$ cat src/rtl/micro_waves_control_if.sv
`default_nettype none
// ============================================================================
// Module      : micro_waves_control_if
// Description : Front-panel bundle for the microwave controller. The panel
//               side (master) drives buttons, door switch and keypad; the
//               controller side (slave) drives the three digit displays and
//               the magnetron enable.
//   startn/stopn/clearn : active-low buttons
//   door_closed         : 1 = door closed
//   keypad[9:0]         : one-hot digit keys, active-high
//   *_segs[6:0]         : {g,f,e,d,c,b,a}, active-low
//   mag_on              : magnetron enable, active-high
// Revision    : 1.0 - initial release
// ============================================================================
interface micro_waves_control_if;
  logic       startn;
  logic       stopn;
  logic       clearn;
  logic       door_closed;
  logic [9:0] keypad;
  logic [6:0] sec_ones_segs;
  logic [6:0] sec_tens_segs;
  logic [6:0] min_segs;
  logic       mag_on;

  modport master (
    output startn, stopn, clearn, door_closed, keypad,
    input  sec_ones_segs, sec_tens_segs, min_segs, mag_on
  );

  modport slave (
    input  startn, stopn, clearn, door_closed, keypad,
    output sec_ones_segs, sec_tens_segs, min_segs, mag_on
  );
endinterface
`default_nettype wire

$ cat src/rtl/micro_waves_control.sv
`default_nettype none
// ============================================================================
// Module      : micro_waves_control
// Description : Microwave-oven controller. Cook time is entered as M:SS on a
//               one-hot keypad (shift-left entry), counts down once per
//               TICKS_PER_SEC clocks while cooking, and is shown on three
//               active-low 7-segment digits.
//   clk    : system clock
//   reset  : synchronous, active-high reset
//   bus    : front-panel interface (slave side)
// Revision    : 1.0 - initial release
// ============================================================================
module micro_waves_control #(
  parameter int TICKS_PER_SEC = 100
) (
  input  wire                          clk,
  input  wire                          reset,
  micro_waves_control_if.slave         bus
);

  localparam int c_TW = (TICKS_PER_SEC > 1) ? $clog2(TICKS_PER_SEC) : 1;
  localparam logic [c_TW-1:0] c_TICK_MAX = c_TW'(TICKS_PER_SEC - 1);

  typedef enum logic [1:0] {
    S_IDLE  = 2'd0,
    S_COOK  = 2'd1,
    S_PAUSE = 2'd2
  } state_t;

  state_t          r_state;
  logic [3:0]      r_min;
  logic [3:0]      r_tens;
  logic [3:0]      r_ones;
  logic [c_TW-1:0] r_tick;
  logic            r_startn_q;
  logic            r_stopn_q;
  logic            r_clearn_q;
  logic [9:0]      r_key_q;

  logic            w_start_ev;
  logic            w_stop_ev;
  logic            w_clear_ev;
  logic            w_key_ev;
  logic [3:0]      w_key_digit;
  logic            w_time_zero;
  logic            w_last_sec;

  // Edge detection: one event per press, holding does not repeat.
  assign w_start_ev  = ~bus.startn & r_startn_q;
  assign w_stop_ev   = ~bus.stopn  & r_stopn_q;
  assign w_clear_ev  = ~bus.clearn & r_clearn_q;
  assign w_key_ev    = (bus.keypad != 10'd0) && (r_key_q == 10'd0);
  assign w_time_zero = (r_min == 4'd0) && (r_tens == 4'd0) && (r_ones == 4'd0);
  assign w_last_sec  = (r_min == 4'd0) && (r_tens == 4'd0) && (r_ones == 4'd1);

  // Scan from high to low so the lowest set bit is the one that sticks.
  always_comb begin
    w_key_digit = 4'd0;
    for (int i = 9; i >= 0; i--) begin
      if (bus.keypad[i]) w_key_digit = 4'(i);
    end
  end

  always_ff @(posedge clk) begin
    if (reset) begin
      r_state    <= S_IDLE;
      r_min      <= 4'd0;
      r_tens     <= 4'd0;
      r_ones     <= 4'd0;
      r_tick     <= '0;
      r_startn_q <= 1'b1;
      r_stopn_q  <= 1'b1;
      r_clearn_q <= 1'b1;
      r_key_q    <= 10'd0;
    end else begin
      r_startn_q <= bus.startn;
      r_stopn_q  <= bus.stopn;
      r_clearn_q <= bus.clearn;
      r_key_q    <= bus.keypad;

      if (w_clear_ev) begin
        r_state <= S_IDLE;
        r_min   <= 4'd0;
        r_tens  <= 4'd0;
        r_ones  <= 4'd0;
        r_tick  <= '0;
      end else if (r_state == S_COOK) begin
        if (!bus.door_closed || w_stop_ev) begin
          r_state <= S_PAUSE;
        end else if (r_tick == c_TICK_MAX) begin
          r_tick <= '0;
          // BCD decrement with borrow through tens (0..5) into minutes.
          if (r_ones != 4'd0) begin
            r_ones <= r_ones - 4'd1;
          end else begin
            r_ones <= 4'd9;
            if (r_tens != 4'd0) begin
              r_tens <= r_tens - 4'd1;
            end else begin
              r_tens <= 4'd5;
              r_min  <= r_min - 4'd1;
            end
          end
          if (w_last_sec) r_state <= S_IDLE;
        end else begin
          r_tick <= r_tick + 1'b1;
        end
      end else if (w_start_ev) begin
        // A start press outranks a simultaneous key even when it is refused.
        if (bus.door_closed && !w_time_zero) begin
          r_state <= S_COOK;
          r_tick  <= '0;
        end
      end else if (w_key_ev && (r_state == S_IDLE) && (r_ones <= 4'd5)) begin
        // Refusing the shift when ones > 5 keeps tens (and so minutes) in 0..5.
        r_min  <= r_tens;
        r_tens <= r_ones;
        r_ones <= w_key_digit;
      end
    end
  end

  function automatic logic [6:0] f_seg(input logic [3:0] d);
    case (d)
      4'd0:    f_seg = 7'h40;
      4'd1:    f_seg = 7'h79;
      4'd2:    f_seg = 7'h24;
      4'd3:    f_seg = 7'h30;
      4'd4:    f_seg = 7'h19;
      4'd5:    f_seg = 7'h12;
      4'd6:    f_seg = 7'h02;
      4'd7:    f_seg = 7'h78;
      4'd8:    f_seg = 7'h00;
      4'd9:    f_seg = 7'h10;
      default: f_seg = 7'h7F;
    endcase
  endfunction

  assign bus.min_segs      = f_seg(r_min);
  assign bus.sec_tens_segs = f_seg(r_tens);
  assign bus.sec_ones_segs = f_seg(r_ones);
  // Combinational so the magnetron drops in the same cycle the door opens.
  assign bus.mag_on        = (r_state == S_COOK) & bus.door_closed;

endmodule
`default_nettype wire

$ cat src/flat_wrapper.sv
// flat-port wrapper written by rule: the top's interface ports become plain ports
module micro_waves_control_flat 
#(
  parameter int TICKS_PER_SEC = 100
)
  (clk, reset, bus_startn, bus_stopn, bus_clearn, bus_door_closed, bus_keypad, bus_sec_ones_segs, bus_sec_tens_segs, bus_min_segs, bus_mag_on);
  micro_waves_control_if bus_i ();
  input  wire clk;
  input  wire reset;
  input wire logic [$bits(bus_i.startn)-1:0] bus_startn;
  input wire logic [$bits(bus_i.stopn)-1:0] bus_stopn;
  input wire logic [$bits(bus_i.clearn)-1:0] bus_clearn;
  input wire logic [$bits(bus_i.door_closed)-1:0] bus_door_closed;
  input wire logic [$bits(bus_i.keypad)-1:0] bus_keypad;
  output wire logic [$bits(bus_i.sec_ones_segs)-1:0] bus_sec_ones_segs;
  output wire logic [$bits(bus_i.sec_tens_segs)-1:0] bus_sec_tens_segs;
  output wire logic [$bits(bus_i.min_segs)-1:0] bus_min_segs;
  output wire logic [$bits(bus_i.mag_on)-1:0] bus_mag_on;
  assign bus_i.startn = bus_startn;
  assign bus_i.stopn = bus_stopn;
  assign bus_i.clearn = bus_clearn;
  assign bus_i.door_closed = bus_door_closed;
  assign bus_i.keypad = bus_keypad;
  assign bus_sec_ones_segs = bus_i.sec_ones_segs;
  assign bus_sec_tens_segs = bus_i.sec_tens_segs;
  assign bus_min_segs = bus_i.min_segs;
  assign bus_mag_on = bus_i.mag_on;
  micro_waves_control #(.TICKS_PER_SEC(TICKS_PER_SEC)) u_core (.clk(clk), .reset(reset), .bus(bus_i));
endmodule
$ cat config.mk
export PLATFORM = sky130hd
export DESIGN_NAME = micro_waves_control_flat
export DESIGN_NICKNAME = d
export VERILOG_FILES = /design/src/rtl/micro_waves_control_if.sv /design/src/rtl/micro_waves_control.sv /design/src/flat_wrapper.sv
export SDC_FILE = /design/constraint.sdc
export NUM_CORES = 1
export LEC_CHECK = 0
export ABC_AREA = 1
export ABC_CLOCK_PERIOD_IN_PS = 2350
export CAP_MARGIN = 30
export CELL_PAD_IN_SITES_DETAIL_PLACEMENT = 0
export CELL_PAD_IN_SITES_GLOBAL_PLACEMENT = 1
export CORE_UTILIZATION = 40
export DETAILED_ROUTE_END_ITERATION = 8
export HOLD_SLACK_MARGIN = 0.06
export PLACE_DENSITY_LB_ADDON = 0.1
export SYNTH_ARGS = -nofsm -noshare
export SYNTH_HDL_FRONTEND = slang
export SYNTH_SLANG_ARGS = --single-unit
export TNS_END_PERCENT = 50
$ cat constraint.sdc
create_clock -name clk -period 2.35 [get_ports clk]
set_input_delay 0.47 -clock clk [delete_from_list [all_inputs] [get_ports clk]]
set_output_delay 0.47 -clock clk [all_outputs]
set_load 0.02 [all_outputs]
==> After elaboration in Yosys (flattened, before gate mapping) <==
Memory sizes are Yosys's and may differ from the RTL's. A register that Yosys moved wholly into a read port is not among the register bits.
Index checks and enable logic that the tools add are counted.
{ "word_totals": {"regBits": 34, "romBits": 336, "inputBits": 16, "wordCells": 108, "mem_count": 3} }
{ "classes": {"addsub": 4, "magnitude_cmp": 1, "eq_ne": 10, "mux": 47, "bitwise": 7, "n_reduce_logical": 27} }
{ "mem_list": {"columns": ["name", "words", "word_bits", "read_ports", "rd_clocked_by_memory_dff", "wr", "line", "rtl"], "rows": [
  ["(name not given)", 16, 7, 1, 1, 0, "micro_waves_control.sv:124", "case (d)"],
  ["(name not given)", 16, 7, 1, 1, 0, "micro_waves_control.sv:124", null],
  ["(name not given)", 16, 7, 1, 1, 0, "micro_waves_control.sv:124", null]
]} }
{ "op_table": {"columns": ["cell", "n"], "rows": [
  ["2-to-1 mux 4 bit", 36],
  ["2-to-1 mux 7 bit", 5],
  ["zero test 4 bit", 3],
  ["2-to-1 mux 2 bit", 6],
  ["subtractor 4 x 1 -> 4 bit, second input constant", 3],
  ["zero test 10 bit", 1],
  ["!= test 2 bit, second input constant", 5],
  ["nonzero test 10 bit", 1],
  ["AND reduction 4 bit", 2],
  ["nonzero test 4 bit", 2],
  ["adder 7 x 1 -> 7 bit, second input constant", 1],
  ["== test 7 bit, second input constant", 1],
  ["logical AND 1 bit", 7],
  ["AND reduction 6 bit", 1],
  ["nonzero test 2 bit", 3],
  ["AND reduction 5 bit", 1],
  ["AND 1 bit", 4],
  ["== test 4 x 1 -> 1 bit, second input constant", 1],
  ["less-or-equal comparator 4 x 3 -> 1 bit, second input constant", 1],
  ["!= test 3 x 2 -> 1 bit, second input constant", 1],
  ["!= test 3 bit, second input constant", 1],
  ["inverter 1 bit", 3],
  ["AND reduction 3 bit", 1],
  ["== test 2 x 1 -> 1 bit, second input constant", 1],
  ["other kinds (4)", 5]
]} }

==> Logic depth before layout (Yosys ltp) <==
Gate-level depths: netlist of run 1.
{ "depth": {"word_depth": 15, "ltp_mapped": 18, "mapped_depth_nobuf": 18} }

==> Least setup slack after synthesis of run 1 <==
Ideal clock, no wire load.
{ "synth_timing": {"path_type": "register to register", "startpoint": "register u_core.r_tick[0]", "endpoint": "register u_core.bus.min_segs[3] (netlist name)", "setup_time_ns": 0.113, "t_arrival_ns": 2.038, "required_ns": 2.237, "slack_ns": 0.198, "stages_incl_launch_ff": 18, "path_buffers": 0, "period_less_slack_ns": 2.152, "cell_sequence": "dfxtp_1 ha_1 nand2_1 nor2_2 nand2_2 nand2_4 inv_2 nor2_8 nand3_4 inv_2 nand2_1 nand3_2 inv_1 ha_1 inv_1 nand4_1 nand3_1 nand2_2"} }
{ "synth_via": {"elab_chain_cells": 5} }
{ "synth_lines": {"columns": ["element", "line", "rtl"], "rows": [
  ["start: declaration", "micro_waves_control.sv:34", "logic [c_TW-1:0] r_tick;"],
  ["start signal: assignment", "micro_waves_control.sv:106", "r_tick <= r_tick + 1'b1;"],
  ["== test 7 bit", "micro_waves_control.sv:90", "end else if (r_tick == c_TICK_MAX) begin"],
  ["!= test 2 bit (no source line)", null, null],
  ["AND reduction 6 bit (no source line)", null, null],
  ["2-to-1 mux 4 bit (no source line) (2 in series)", null, null]
]} }
Every way passes these cells.
A chain may end at the register's enable or synchronous reset.

==> Worst setup path in the final report of run 1 <==
{ "layout_timing": {"startpoint": "input port bus_keypad[0]", "endpoint": "register u_core.bus.sec_tens_segs[3] (netlist name)"} }
{ "layout_via": {"elab_chain_cells": 8} }
{ "layout_lines": {"columns": ["element", "line", "rtl"], "rows": [
  ["start: declaration", "flat_wrapper.sv:14", "input wire logic [$bits(bus_i.keypad)-1:0] bus_keypad;"],
  ["nonzero test 10 bit", "micro_waves_control.sv:52", "assign w_key_ev = (bus.keypad != 10'd0) && (r_key_q == 10'd0);"],
  ["logical AND 1 bit", "micro_waves_control.sv:52", null],
  ["logical AND 1 bit (2 in series)", "micro_waves_control.sv:114", "end else if (w_key_ev && (r_state == S_IDLE) && (r_ones <= 4'd5)) begin"],
  ["nonzero test 2 bit (no source line)", null, null],
  ["AND reduction 5 bit (no source line)", null, null],
  ["2-to-1 mux 4 bit (no source line) (2 in series)", null, null]
]} }
Every way passes these cells.

==> results.py, run 1 <==
metrics = {
    "status": {
        "status": "finished, final reports clean",
    },
    "pwr": {
        "peakVddDrop_uv": 271,
        "p_comb_share_pct": 25.7,
        "p_sw_w": 0.000630,
        "internal_power_w": 0.00149,
        "power_frac_clock_pct": 26.6,
        "total_power_w": 0.00212,
        "p_leak_nw": 2.09,
        "p_per_area_nw_per_um2": 525,
        "switching_share_pct": 29.7,
        "seqPwrFrac_pct": 47.7,
    },
    "critical_path": {
        "reg2reg_to": "u_core.bus.sec_tens_segs[3]",
        "ff2ff_setup_slack_ps": 140,
        "crit_path_end_kind": "flip-flop",
        "cp_top_family": "simple AND/OR/NAND/NOR gates",
        "reg2regPathDepth": 17,
        "cp_num_buf_inv": 3,
        "crit_fanout": 5,
        "start_kind": "input pin",
        "crit_path_frequent_cell": "nand2_1",
        "crit_required_ps": 2550,
        "crit_slowest_cell": "clkdlybuf4s50_1",
        "cpPeakStageDelay_ps": 490,
        "cp.arrival_ps": 2430,
        "worstReg2RegStart": "u_core.r_tick[1]",
        "path_cells": "clkdlybuf4s50_1 > nor2_2 > nand2_1 > nor2_1 > nand2_1 > nand3_2 > nand2_4 > nand3_4 > o21ai_2 > nand2_1 > nand2_1 > inv_1 > ha_1 > inv_2 > o21ai_1 > nand2_1 > nand2_1",
        "crit_type": "input pin to flip-flop",
    },
    "clock_network": {
        "cts_tree": "built",
        "root_buffer": "clkbuf_8",
        "cts_buffers": 5,
        "ctsLongestPathBuffers": 2,
        "clock-sinks": 55,
        "hold_buffers": 0,
        "clock_latency_ps": 300,
        "clk_pin_slew_ps": 90,
        "htree_num_levels": 2,
    },
    "logic_synthesis": {
        "netlist_area_um2": 3100,
        "synth_top_cell_by_area": "dfxtp_1",
        "yosysMostFrequentCell": "nand2_1",
        "yosysSeqAreaShare_pct": 35.5,
        "ys_ff_latch": 55,
        "netlist_instances": 437,
        "synth-edff-count": 0,
        "syn_avg_cell_area_um2": 7.09,
        "ys.flop_type": "dfxtp_1",
        "ys.warnings.count": 0,
        "synth_common_cells": "nand2_1 (107), inv_1 (63), nor2_1 (57), dfxtp_1 (55), nand3_1 (30)",
        "synth_fp_nets": 471,
        "synthTopCellsByArea": "dfxtp_1 (36%), nand2_1 (13%), inv_1 (7.6%), ha_1 (7.3%), nor2_1 (6.9%)",
        "async_reset_ff_share_pct": 0,
        "yosys.cell_types.count": 41,
        "yosysTopAreaCellShare_pct": 35.5,
    },
    "sta": {
        "fin_crit_sh_pct": 95.1,
        "rsz0062_at_grt": "true",
        "finClkSkew_ps": 3.17,
        "fmax_ghz": 0.448,
        "setup_tns_ps": 0,
        "fin_crit_ps": 2230,
        "setup_viol": 0,
        "relSlewSlack_pct": 71.3,
        "slew_violations": 0,
        "worstMarginPinSlew_ps": 427,
        "hold_viol_final": 0,
        "hold-worst-slack_ps": 487,
    },
    "route": {
        "route.final.wire_length_um": 6580,
        "drt-initial-drc-count": 114,
        "via_count": 2785,
        "firstDrtPassIters": 4,
        "wl_per_cell_um": 10.7,
        "routed_via_density": 4.51,
        "drc": 0,
        "ant_nets": 0,
    },
    "layout": {
        "fin_util_pct": 54.8,
        "antenna-diode-count": 0,
        "drive_gt1_share_pct": 22.2,
        "area_delta_synth_final_pct": 30.3,
        "nNetsFinal": 551,
    },
    "min_path": {
        "hold_depth": 2,
        "holdPathEnd": "u_core.r_tick[1]",
        "hp-class": "flip-flop to flip-flop",
        "min_from": "u_core.r_tick[1]",
    },
    "floorplanning": {
        "dieWidth_um": 90.0,
        "start_util_pct": 42.0,
        "die_area_um2": 8100,
        "core_area_um2": 7370,
        "pin_count": 38,
        "die_h_um": 90.0,
        "rows": 31,
    },
    "grt": {
        "grt_pass1_wl_um": 11600,
        "grt_overflow_total": 0,
        "grt_pass1_vias": 2653,
        "antenna_found_initial": 0,
        "track_usage_pct": 17.2,
        "grt_max_degree": 16,
    },
    "placed_design": {
        "io_buffers": 37,
        "dpl.hpwl_um": 5170,
        "gp_congestion": 0.841,
    },
    "flow_run": {
        "drv_cap": 0,
    },
}
## power by group through the flow
| stage | sequential, W | combinational [W] | clock (W) |
|---|---|---|---|
| finish | 0.00101 | 0.000544 | 0.000564 |
| global route | 0.00102 | 0.000612 | 0.000624 |
| CTS | 0.00101 | 0.000538 | 0.000591 |
| detailed placement | 0.00103 | 0.000536 | 0 |
| global placement | 0.00103 | 0.000534 | 0 |
| floorplan | 0.00107 | 0.000296 | 0 |
## placed cells by master, fill, tap and decap left out, types with 13 or more instances in the layout
master,synthesis,routed
o21ai_0,13,13
clkdlybuf4s50_1,0,35
nand3_1,30,25
inv_1,63,61
nand2_1,107,102
dfxtp_1,55,54
buf_4,2,41
ha_1,18,18
nor2_1,57,54
nand2_2,14,19
## logic make-up after synthesis
group	synth area share, %
buffers and inverters	10.5
DFF	35.5
and+or+nand+nor	38.5
adders and majority gates	7.27
xor gates and xnor gates	1.13
AOI/OAI and AO/OA	7.03
## sequential cells by signal (all words and copies together) (netlist names)
register and count:
u_core.r_key_q 10, u_core.bus.min_segs 7, u_core.bus.sec_ones_segs 7, u_core.bus.sec_tens_segs 7
u_core.r_tick 7, u_core.r_min 4, u_core.r_ones 4, u_core.r_tens 4
u_core.r_state 2, u_core.r_clearn_q 1, u_core.r_startn_q 1, u_core.r_stopn_q 1
## timing repair
| item | CTS | global route |
|---|---|---|
| buffers inserted | 0 | 1 |
| setup endpoints to repair | 1 | 18 |
| gates resized for setup | 1 | 19 |
| pin swaps | 0 | 7 |
## metal layers
| layer | wire length [um] | up-vias | track usage [%] |
|---|---|---|---|
| li1 | - | 1513 | - |
| met5 | 0 | - | 0 |
| met2 | 2900 | 28 | 27.9 |
| met1 | 3440 | 1239 | 23.6 |
| met3 | 171 | 5 | 2.79 |
| met4 | 67 | 0 | 4.44 |
## layout make-up
cell class	count	area (um2)
Inverter	74	287
Sequential cell	55	1100
Timing Repair Buffer	79	699
Clock buffer	8	100
Multi-Input combinational cell	302	1720
Fill cell	744	3330
Tap cell	99	124
## worst min-delay path, stage by stage (launching register included)
cell and delay [ps]:
dfxtp_1 340, inv_1 60, a211oi_1 60
## stage by stage
stage	std cells	setup WS [ps]	instance area [um2]
global route	617	-51.5	4040
floorplan	437	198	3100
detailed placement	608	-243	3870
CTS	616	85.1	3970
global placement	608	-236	3870
finish	617	115	4040
## worst max-delay path by stage
stage / end / from / slack, ps / cells past startpoint
final: u_core.bus.sec_tens_segs[3] / bus_keypad[0] / 120 / 17
after global routing: u_core.bus.sec_tens_segs[3] / bus_startn / -50 / 18
after CTS: u_core.bus.min_segs[0] / bus_keypad[1] / 90 / 17
after detailed placement: u_core.bus.min_segs[0] / bus_keypad[1] / -240 / 17
after global placement: u_core.bus.sec_ones_segs[3] / bus_keypad[7] / -240 / 15
after floorplan: u_core.bus.min_segs[3] / u_core.r_tick[0] / 200 / 17
Power figures use the tool's default switching activity.
==> run 2: changes to the inputs <==
--- a/config.mk
+++ b/config.mk
@@ -6,11 +6,11 @@
 export NUM_CORES = 1
 export LEC_CHECK = 0
 export ABC_AREA = 1
-export ABC_CLOCK_PERIOD_IN_PS = 2350
+export ABC_CLOCK_PERIOD_IN_PS = 2850
 export CAP_MARGIN = 30
 export CELL_PAD_IN_SITES_DETAIL_PLACEMENT = 0
 export CELL_PAD_IN_SITES_GLOBAL_PLACEMENT = 1
-export CORE_UTILIZATION = 40
+export CORE_UTILIZATION = 43
 export DETAILED_ROUTE_END_ITERATION = 8
 export HOLD_SLACK_MARGIN = 0.06
 export PLACE_DENSITY_LB_ADDON = 0.1
==> constraint.sdc (replaced) <==
create_clock -name clk -period 2.85 [get_ports clk]
set_input_delay 0.57 -clock clk [delete_from_list [all_inputs] [get_ports clk]]
set_output_delay 0.57 -clock clk [all_outputs]
set_load 0.02 [all_outputs]
==> run 2 against run 1 <==
  * Global-route usage increased by 1.2 points
  * Via count fell by 3.4%
  * Total power shrank 22%
  * Critical endpoint is now bus_mag_on
  * Highest routed layer unchanged
  * Worst hold slack got worse by 2.9 ps
  * Clock power shrank 25%
  * Critical path type is now input pin to output pin
==> results.py, run 2 (synthesis gave the netlist of run 1 again) <==
metrics = {
    "status": {
        "status": "finished, final reports clean",
    },
    "grt": {
        "grt_pass1_vias": 2547,
        "use_met2_pct": 29.6,
        "top_usage_layer": "met2",
        "antenna_found_initial": 0,
        "grt_util_met3_pct": 3.13,
        "grt_pass1_wl_um": 11000,
        "grt_max_degree": 20,
        "use_met1_pct": 25.5,
        "grt_overflow_total": 0,
        "track_usage_pct": 18.4,
    },
    "clock_network": {
        "clock-sinks": 55,
        "ctsResizeCount": 0,
        "clk_pin_slew_ps": 90,
        "hold_buffers": 0,
        "cts_buffers": 5,
        "cts_tree": "built",
        "post_cts_buffers": 0,
        "ctsLongestPathBuffers": 2,
        "htree_num_levels": 2,
        "clock_latency_ps": 300,
        "root_buffer": "clkbuf_8",
    },
    "critical_path": {
        "ff2ff_setup_slack_ps": 550,
        "cp.depth": 4,
        "cp-startpoint": "bus_door_closed",
        "cp.arrival_ps": 2000,
        "crit_slowest_cell": "clkdlybuf4s50_1",
        "crit_fanout": 3,
        "reg2regPathDepth": 15,
        "cp_num_buf_inv": 3,
        "path_cells": "clkdlybuf4s50_1 > inv_1 > nor2_1 > clkdlybuf4s50_1",
        "worstReg2RegStart": "u_core.r_tick[0]",
        "crit_path_end_kind": "output pin",
        "crit_end": "bus_mag_on",
        "crit_path_frequent_cell": "clkdlybuf4s50_1",
        "crit_required_ps": 2280,
        "start_kind": "input pin",
        "cp_top_family": "buffers and inverters",
        "reg2reg_to": "u_core.bus.min_segs[3]",
        "crit_type": "input pin to output pin",
        "cpPeakStageDelay_ps": 630,
    },
    "route": {
        "routed_via_density": 4.60,
        "wl_per_cell_um": 10.6,
        "firstDrtPassIters": 4,
        "via_count": 2691,
        "route.final.wire_length_um": 6180,
        "drt-initial-drc-count": 97,
        "ant_nets": 0,
        "drc": 0,
    },
    "floorplanning": {
        "start_util_pct": 45.1,
        "rows": 30,
        "die_h_um": 86.9,
        "core_area_um2": 6870,
        "die_area_um2": 7550,
        "dieWidth_um": 86.9,
        "pin_count": 38,
    },
    "layout": {
        "fin_util_pct": 54.5,
        "stdcell_count": 585,
        "area_delta_synth_final_pct": 20.8,
        "nFillCells": 705,
        "nNetsFinal": 523,
        "top_register": "u_core.r_key_q",
        "largest_register_ffs": 10,
        "layout_commonest_cell": "nand2_1",
        "final_cell_mix": "nand2_1 (107), inv_1 (63), nor2_1 (57), dfxtp_1 (55), clkdlybuf4s50_1 (37)",
        "drive_gt1_share_pct": 14.1,
        "antenna-diode-count": 0,
        "design_area_um2": 3740,
    },
    "pwr": {
        "peakVddDrop_uv": 200,
        "p_leak_nw": 1.94,
        "p_per_area_nw_per_um2": 444,
    },
    "sta": {
        "relSlewSlack_pct": 71.8,
        "fin_crit_ps": 2570,
        "slew_violations": 0,
        "hold_viol_final": 0,
        "setup_viol": 0,
        "setup_tns_ps": 0,
        "rsz0062_at_grt": "false",
        "fin_crit_sh_pct": 90.3,
        "finClkSkew_ps": 9.22,
        "worstMarginPinSlew_ps": 422,
        "fmax_ghz": 0.388,
    },
    "placed_design": {
        "placed_cell_area_um2": 3650,
        "place_inst": 578,
        "io_buffers": 37,
        "dpl.hpwl_um": 4970,
        "gp_congestion": 0.810,
    },
    "min_path": {
        "hp-class": "flip-flop to flip-flop",
        "hold_depth": 2,
    },
    "flow_run": {
        "drv_cap": 0,
    },
}
[run 2: changes by cell type in the layout (fill, tap and decap cells not counted), moves of 3 or more]
cell	before	now
buf_4	41	14
nand2_1	102	107
nand2_2	19	14
nand3_1	25	30
nand3_2	9	4
nor2_1	54	57
nor2_2	6	3
[run 2: power by group]
| group | internal [W] | switching [W] | total (W) |
|---|---|---|---|
| combinational | 0.000160 | 0.000244 | 0.000404 |
| sequential | 0.000814 | 0.0000192 | 0.000833 |
| clock | 0.000191 | 0.000233 | 0.000424 |
| total | 0.00116 | 0.000496 | 0.00166 |
[run 2: worst min path at each step]
stage / start / end / slack, ps
floorplan: u_core.r_tick[1] / u_core.r_tick[1] / 450
global placement: u_core.r_tick[1] / u_core.r_tick[1] / 460
detailed placement: u_core.r_state[0] / u_core.r_state[0] / 470
CTS: u_core.r_tick[1] / u_core.r_tick[1] / 490
global route: u_core.r_tick[1] / u_core.r_tick[1] / 510
finish: u_core.r_state[0] / u_core.r_state[0] / 480
[run 2: area by class of cell]
type	instances	area [um2]	share of cell area [%]
timing repair buffer	51	475	12.7
clock buffer	6	82.6	2.21
multi-input combinational	302	1670	44.7
inverter	74	287	7.66
clock inverter	1	5.00	0.134
sequential	55	1100	29.4
tap	96	120	3.21
[run 2: metrics by stage]
stage / hold slack (ps) / worst slack, ps / power (W)
3_5_place_dp: 466 / 47.0 / 0.00126
5_1_grt: 514 / 159 / 0.00177
3_3_place_gp: 462 / 95.4 / 0.00125
2_1_floorplan: 448 / 599 / 0.00112
4_1_cts: 485 / 292 / 0.00168
6_report: 484 / 275 / 0.00166
[run 2: worst register-to-register path: cells and delay by family, from the launching register on]
| family | cells | cell delay (ps) |
|---|---|---|
| simple gates | 11 | 1160 |
| fa+ha+maj | 2 | 530 |
| flops | 1 | 380 |
| buf+inv | 2 | 120 |
[run 2: per-layer routing]
layer  part of all wire [%]  routed length [um]  up-vias
li1                       -                   -     1456
met1                     53                3300     1198
met2                     43                2650       31
met3                    2.8                 172        6
met4                   0.95                  59        0
met5                      0                   0        -
==> run 3: changes to the inputs <==
--- a/config.mk
+++ b/config.mk
@@ -10,10 +10,13 @@
 export CAP_MARGIN = 30
 export CELL_PAD_IN_SITES_DETAIL_PLACEMENT = 0
 export CELL_PAD_IN_SITES_GLOBAL_PLACEMENT = 1
+export CORE_ASPECT_RATIO = 1.4
+export CORE_MARGIN = 4
 export CORE_UTILIZATION = 43
 export DETAILED_ROUTE_END_ITERATION = 8
 export HOLD_SLACK_MARGIN = 0.06
 export PLACE_DENSITY_LB_ADDON = 0.1
+export REMOVE_ABC_BUFFERS = 1
 export SYNTH_ARGS = -nofsm -noshare
 export SYNTH_HDL_FRONTEND = slang
 export SYNTH_SLANG_ARGS = --single-unit
==> run 3 against run 2 <==
  * Combinational power about the same
  * Clock-buffer cell count down 1
  * Register-to-register slack better by 50 ps
  * Core utilization down 0.84 points
  * Critical path type unchanged
  * Die area up 15%
  * Via count up 0.30%
  * Sequential power about the same
  * Final area about the same
==> results.py, run 3 (synthesis gave the netlist of run 1 again) <==
metrics = {
    "status": {
        "status": "finished, final reports clean",
    },
    "floorplanning": {
        "pin_count": 38,
        "rows": 36,
        "die_area_um2": 8650,
        "die_h_um": 108,
        "dieWidth_um": 79.7,
        "core_area_um2": 6980,
        "start_util_pct": 44.4,
    },
    "sta": {
        "rsz0062_at_grt": "false",
        "fmax_ghz": 0.394,
        "slew_violations": 0,
        "worstMarginPinSlew_ps": 382,
        "relSlewSlack_pct": 74.3,
        "fin_crit_sh_pct": 89.1,
        "fin_crit_ps": 2540,
        "hold-worst-slack_ps": 488,
        "hold_viol_final": 0,
        "finClkSkew_ps": 3.26,
        "setup_viol": 0,
        "setup_tns_ps": 0,
    },
    "route": {
        "routed_via_density": 4.61,
        "firstDrtPassIters": 4,
        "drt-initial-drc-count": 80,
        "drc": 0,
        "wl_per_cell_um": 11.2,
        "ant_nets": 0,
        "via_count": 2699,
        "route.final.wire_length_um": 6540,
    },
    "min_path": {
        "hp-class": "flip-flop to flip-flop",
    },
    "critical_path": {
        "ff2ff_setup_slack_ps": 600,
        "start_kind": "input pin",
        "crit_path_end_kind": "output pin",
        "crit_fanout": 3,
        "reg2regPathDepth": 17,
        "crit_slowest_cell": "clkdlybuf4s50_1",
        "worstReg2RegStart": "u_core.r_tick[0]",
        "path_cells": "clkdlybuf4s50_1 > inv_1 > nor2_1 > clkdlybuf4s50_1",
        "crit_required_ps": 2280,
        "crit_type": "input pin to output pin",
        "cpPeakStageDelay_ps": 630,
        "reg2reg_to": "u_core.bus.min_segs[3]",
        "crit_path_frequent_cell": "clkdlybuf4s50_1",
        "cp-startpoint": "bus_door_closed",
        "cp.arrival_ps": 1970,
        "crit_end": "bus_mag_on",
    },
    "clock_network": {
        "hold_buffers": 0,
        "ctsResizeCount": 0,
        "cts_buffers": 5,
        "cts_tree": "built",
        "clk_pin_slew_ps": 100,
        "root_buffer": "clkbuf_8",
        "clock_latency_ps": 300,
        "post_cts_buffers": 0,
        "ctsLongestPathBuffers": 2,
        "htree_num_levels": 2,
        "clock-sinks": 55,
    },
    "layout": {
        "top_register": "u_core.r_key_q",
        "final_cell_mix": "nand2_1 (107), inv_1 (63), nor2_1 (57), dfxtp_1 (55), clkdlybuf4s50_1 (37)",
        "drive_gt1_share_pct": 14.5,
        "antenna-diode-count": 0,
        "largest_register_ffs": 10,
        "area_delta_synth_final_pct": 20.9,
        "layout_commonest_cell": "nand2_1",
        "nNetsFinal": 524,
    },
    "placed_design": {
        "io_buffers": 37,
        "gp_congestion": 0.861,
        "dpl.hpwl_um": 5260,
    },
    "grt": {
        "grt_max_degree": 20,
        "track_usage_pct": 16.2,
        "grt_pass1_vias": 2594,
        "grt_util_met3_pct": 2.08,
        "grt_pass1_wl_um": 11300,
        "use_met1_pct": 18.4,
        "top_usage_layer": "met2",
        "use_met2_pct": 30.9,
        "grt_overflow_total": 0,
        "antenna_found_initial": 0,
    },
    "pwr": {
        "peakVddDrop_uv": 265,
        "p_per_area_nw_per_um2": 443,
        "p_leak_nw": 1.94,
    },
    "flow_run": {
        "drv_cap": 0,
    },
}
run 3: cell count changes in the layout (fill, tap and decap cells not counted), sizes merged:
cell	delta
buf	+1
clkbuf	-1
clkinv	+2
run 3: how the worst min path moves through the flow:
stage	start	end	slack (ps)	cells past startpoint
floorplan	u_core.r_tick[1]	u_core.r_tick[1]	450	2
detailed placement	u_core.r_state[0]	u_core.r_state[0]	480	2
finish	u_core.r_state[0]	u_core.r_state[0]	490	2
global route	u_core.r_state[0]	u_core.r_state[0]	530	2
CTS	u_core.r_state[0]	u_core.r_state[0]	490	2
global placement	u_core.r_tick[1]	u_core.r_tick[1]	470	2
run 3: layer usage:
metal  up-vias  wire [um]
met5         -          0
met4         0         81
met1      1214       2890
met3         5        126
met2        26       3440
li1       1454          -
run 3: per-stage QoR:
step	setup WS [ps]	instances	area, um2	utilization, %	total power [W]
final	310	586	3740	53.6	0.00166
after global routing	152	586	3740	53.6	0.00176
after CTS	276	586	3740	53.6	0.00168
after detailed placement	36.5	578	3660	52.4	0.00126
after global placement	90.4	578	3660	52.4	0.00126
after floorplan	572	431	3060	-	0.00111
run 3: report_power, final:
group / switching (W) / internal, W / leakage, nW
sequential: 0.0000195 / 0.000814 / 0.448
combinational: 0.000243 / 0.000161 / 1.45
clock: 0.000253 / 0.000169 / 0.0477
total: 0.000516 / 0.00114 / 1.94
run 3: area by class of cell:
type | count | area, um2
multi-input cells | 302 | 1670
clock inverters | 3 | 15.0
fillers | 728 | 3240
clock buffers | 5 | 68.8
inverters | 74 | 287
well taps | 95 | 119
repair buffers | 52 | 483
flip-flops and latches | 55 | 1100
run 3: critical path, delay by kind of cell:
family,cells,cell delay [ps]
buf+inv,3,1250
simple gates,1,150
